$ cat src/rtl/ctrl_out_mux_gen.sv
// rtl/ctrl_out_mux_gen.sv - shadowed source-select output mux with per-channel pulse generation
module ctrl_out_mux_gen #(
    parameter int NUM_OUT    = 5,
    parameter int NUM_SRC    = 12,
    parameter int SRC_BITS   = 5,
    parameter int PULSE_BITS = 16
) (
    input  logic                                clock,
    input  logic                                reset_n,
    input  logic [NUM_OUT*(SRC_BITS+4)-1:0]     ctrl,
    input  logic                                ctrl_update,
    input  logic [PULSE_BITS-1:0]               pulse_len,
    input  logic [NUM_SRC-1:0]                  src,
    output logic [NUM_OUT-1:0]                  out,
    output logic [NUM_OUT-1:0]                  pulse_busy
);

    localparam int CTRL_BITS = SRC_BITS + 4;
    localparam int EXT_BITS  = 2**SRC_BITS;
    localparam logic [SRC_BITS:0] NSRC = (SRC_BITS+1)'(NUM_SRC);

    logic [NUM_SRC-1:0]  src_q;
    logic [NUM_SRC-1:0]  src_d;
    logic [EXT_BITS-1:0] src_q_ext;
    logic [EXT_BITS-1:0] src_d_ext;

    always_ff @(posedge clock or negedge reset_n) begin
        if (!reset_n) begin
            src_q <= '0;
            src_d <= '0;
        end else begin
            src_q <= src;
            src_d <= src_q;
        end
    end

    // Padding to a full power-of-two lets the select index any value without range issues.
    assign src_q_ext = {{(EXT_BITS-NUM_SRC){1'b0}}, src_q};
    assign src_d_ext = {{(EXT_BITS-NUM_SRC){1'b0}}, src_d};

    for (genvar c = 0; c < NUM_OUT; c++) begin : g_ch
        logic [CTRL_BITS-1:0]  cfg;
        logic [PULSE_BITS-1:0] cnt;
        logic [PULSE_BITS-1:0] cnt_next;
        logic [SRC_BITS-1:0]   sel;
        logic [SRC_BITS-1:0]   idx;
        logic [1:0]            lvl;
        logic [1:0]            mode;
        logic                  fixed;
        logic                  s;
        logic                  p;
        logic                  trig;
        logic                  active;
        logic                  out_next;
        logic                  out_r;

        always_comb begin
            sel   = cfg[SRC_BITS-1:0];
            lvl   = cfg[SRC_BITS+1:SRC_BITS];
            mode  = cfg[SRC_BITS+3:SRC_BITS+2];
            fixed = (sel == '0) || ({1'b0, sel} > NSRC);
            idx   = sel - SRC_BITS'(1);
            s     = src_q_ext[idx];
            p     = src_d_ext[idx];

            case (mode)
                2'b01:   trig = s & ~p;
                2'b10:   trig = ~s & p;
                2'b11:   trig = s ^ p;
                default: trig = 1'b0;
            endcase
            if (fixed) begin
                trig = 1'b0;
            end

            if (trig) begin
                cnt_next = pulse_len;
            end else if (cnt != '0) begin
                cnt_next = cnt - PULSE_BITS'(1);
            end else begin
                cnt_next = '0;
            end
            active = (cnt_next != '0);

            if (lvl[1]) begin
                out_next = 1'b0;
            end else if (mode == 2'b00) begin
                out_next = fixed ? lvl[0] : (lvl[0] ? s : ~s);
            end else begin
                out_next = lvl[0] ? active : ~active;
            end
        end

        // The update edge holds out and clears the counter; new settings drive out one edge later.
        always_ff @(posedge clock or negedge reset_n) begin
            if (!reset_n) begin
                cfg   <= '0;
                cnt   <= '0;
                out_r <= 1'b0;
            end else if (ctrl_update) begin
                cfg <= ctrl[(c+1)*CTRL_BITS-1 -: CTRL_BITS];
                cnt <= '0;
            end else begin
                cnt   <= cnt_next;
                out_r <= out_next;
            end
        end

        assign out[c]        = out_r;
        assign pulse_busy[c] = (cnt != '0);
    end

endmodule

$ cat config.mk
export PLATFORM = sky130hd
export DESIGN_NAME = ctrl_out_mux_gen
export DESIGN_NICKNAME = d
export VERILOG_FILES = /design/src/rtl/ctrl_out_mux_gen.sv
export SDC_FILE = /design/constraint.sdc
export NUM_CORES = 1
export LEC_CHECK = 0
export ABC_AREA = 1
export ABC_CLOCK_PERIOD_IN_PS = 4200
export BUFFER_PORTS_ARGS = -buffer_cell sky130_fd_sc_hd__clkbuf_2
export CORE_MARGIN = 5
export CORE_UTILIZATION = 30
export CTS_BUF_LIST = sky130_fd_sc_hd__clkbuf_4
export CTS_CLUSTER_SIZE = 30
export DETAILED_ROUTE_END_ITERATION = 12
export PLACE_DENSITY = 0.48
export SKIP_CTS_REPAIR_TIMING = 1
export SYNTH_ARGS = -nofsm -noshare
export SYNTH_HDL_FRONTEND = slang
export SYNTH_SLANG_ARGS = --single-unit
$ cat constraint.sdc
create_clock -name clock -period 4.2 [get_ports clock]
set_input_delay 0.63 -clock clock [delete_from_list [all_inputs] [get_ports clock]]
set_output_delay 0.63 -clock clock [all_outputs]
set_load 0.01 [all_outputs]
==> metrics.txt <==
CP arrival 4270 ps; reg2reg path depth 26; root buf cell clkbuf_4; Final Skew 25.7 ps; largest net degree at the start of global routing 84; Final Instance Count excl. Fillers 2,243; met2 usage 27.9%; Yosys top cell by area dfrtp_1; r2r setup slk 450 ps; Clk Latency, worst-skew pair 590 ps; Clock transition at path regs 150 ps; # rows 70; total gr overflow 0; Post-synth top cells nand2_1 (441), nor2_1 (309), inv_1 (224); Reg-to-Reg End g_ch[3].out_r; routed via count 10,500; total CTS buffers 17; Critical-path top delay cell dfrtp_1; sequential share of the synthesized area 35.2%; min-delay worst type input pin to async pin; status finished clean; RR Startpoint g_ch[3].cfg[0]; die area 40,400 sq um; Max stage delay on crit path 360 ps; kind of critical path register to register; clock sinks 154; Static Leak 0.00643 uW; post-synthesis sequential element count 154; EDFF count, synth 0; Initial Util 30.1%; unique cell type count in the Yosys netlist 39; die width 201 um; Worst Tran Pin Value 852 ps; setup violators final 0; GRT Resource Usage Total 17.0%; Min Clock Period, post-route 3750 ps; final net count 1,859; max_cap viols 0; Tcrit/Tclk final 89.3%; nature of the critical path startpoint register; Mapped Area 10,900 sq um; gp weighted congestion 0.857; syn avg cell area 6.46 sq um; CTS tree done; Main synth FF type dfrtp_1; Syn-to-layout area delta 9.87%; fill cell count 4,031; GR Util met3 2.70%; PwrDens 683 nW/um^2; Syn Inst Count 1,694; number of port buffers 85; VDD IR-drop max 0.199 mV; CTS Buffer Depth 2; DRT Wirelength 34,000 um; wire length per cell 15.2 um; FF/Latch Area 3850 sq um; met1 global-route usage 23.5%; dpl cells 2,211; Ys Warns 0; Synth top area share 35.2%; share of cells above drive strength 1 12.0%; CP required 4720 ps; hpwl dp 25,700 um; Synthesized Nets 1,791; RSZ-0062 raised after global routing false; Routed Antenna Nets 0; Iteration-0 DRC Markers 724; vias per cell 4.70; core area 36,300 sq um; async set-reset flop share out of synthesis 100%; Max Slew Vio Count 0; CP dominant cell by count nand2_1; drc violations 0; H-Tree Depth 4; Worst Path Max Fanout 19; grt peak-use layer met2; top cells by area, synth dfrtp_1 (35%), nand2_1 (15%), nor2_1 (11%), inv_1 (7.7%), nand3_1 (6.4%); Max Clk Rate 0.267 GHz; multi-input logic area 5950 sq um; vias in the first global route 10,500; first-pass GRT wire length 55,200 um; most numerous cell in the Yosys netlist nand2_1; setup TNS 0 ps; cell family contributing the most delay on the critical path simple AND/OR/NAND/NOR gates; First-pass DRT Iterations 6; final hold vios 0; antenna violations before repair 1; Critical path buffers and inverters 5; # IOs 86; CP endpoint kind register; Rel. slew slack 43.2%; chip height 201 um
==> logic make-up after synthesis <==
kind of cell | after synthesis | synth area share (%)
AO/OA/AOI/OAI | 224 | 10.9
XOR/XNOR | 25 | 2.00
adder cells (fa/ha/maj) | 21 | 2.40
buffers and inverters | 285 | 10.5
flip-flops | 154 | 35.2
AND/OR/NAND/NOR | 985 | 39.0
==> layout make-up <==
class | count | share of cell area (%)
clock inverters | 12 | 0.666
repair buffers | 98 | 4.42
inverters | 236 | 7.41
diodes | 2 | 0.0416
clock buffers | 18 | 1.12
flip-flops and latches | 154 | 32.0
multi-input cells | 1255 | 49.4
well taps | 468 | 4.87
==> per-layer routing <==
layer,vias up,wire [um]
met4,0,684
met1,4813,16400
met3,35,1450
met5,-,0
met2,252,15500
li1,5434,-
==> cells in the final DEF, fill, tap and decap left out, types with 3 or more instances in the layout <==
cell type	n
nand2_4	6
nand3_1	139
o21ai_1	5
clkbuf_2	83
xor2_1	20
o311ai_0	4
clkbuf_4	18
inv_1	224
dfrtp_1	153
nand2_2	19
nor3_1	3
nor2_4	12
ha_1	21
nand4_1	8
nor2_2	24
nand3b_1	11
xnor2_1	5
o21ai_0	114
o211ai_1	10
nor2_1	309
buf_4	14
o21bai_1	7
inv_2	10
nand2_1	441
clkinvlp_4	6
nand3_2	6
a21oi_1	79
==> report_power, final <==
part           switching [uW]  internal (uW)
Clock                     580            228
Sequential                355           1840
Combinational            3450           1760
Total                    4380           3830
==> worst register-to-register path, stage by stage (launching register included) <==
cell and delay [ps]:
dfrtp_1 360, inv_1 110, ha_1 260, inv_2 80, nor2_1 40, nor2_1 310, inv_1 110, nand3_1 100
nand3_1 90, nand2_1 70, nand2_1 100, ha_1 310, inv_1 50, nand3_1 50, nand3_1 130, nand2_4 180
nand2_2 260, inv_1 120, nand2_1 80, o21ai_0 110, nor2_1 180, nand3_1 130, o21ai_1 210, nand2_1 70
nand2_1 60, nand2_1 40, nand2_1 50
==> registers in the layout (all words and copies together) (netlist names) <==
register and count:
src_q 12, g_ch.cnt 80, g_ch.cfg 45, g_ch.out_r 5, src_d 12
==> through the flow <==
step / setup slack (ps) / utilization (%) / hold WS (ps) / total power [uW] / area (sq um)
floorplan: 825 / - / 334 / 6230 / 10900
global placement: 445 / 32.5 / 358 / 7430 / 11800
detailed placement: 363 / 32.5 / 360 / 7430 / 11800
CTS: 340 / 33.1 / 70.9 / 8270 / 12000
global route: 10.3 / 33.1 / 56.7 / 9200 / 12000
finish: 449 / 33.1 / 65.4 / 8210 / 12000
==> worst max-delay path by stage <==
stage              startpoint            end  slack, ps  cells after the start
2_1_floorplan  g_ch[4].cfg[0]  g_ch[4].out_r        830                     29
3_3_place_gp   g_ch[3].cfg[0]  g_ch[3].out_r        450                     26
3_5_place_dp   g_ch[2].cfg[0]  g_ch[2].out_r        360                     25
4_1_cts        g_ch[2].cfg[0]  g_ch[2].out_r        340                     25
5_1_grt        g_ch[3].cfg[0]  g_ch[3].out_r         10                     26
6_report       g_ch[3].cfg[0]  g_ch[3].out_r        450                     26
Power figures use the tool's default switching activity.
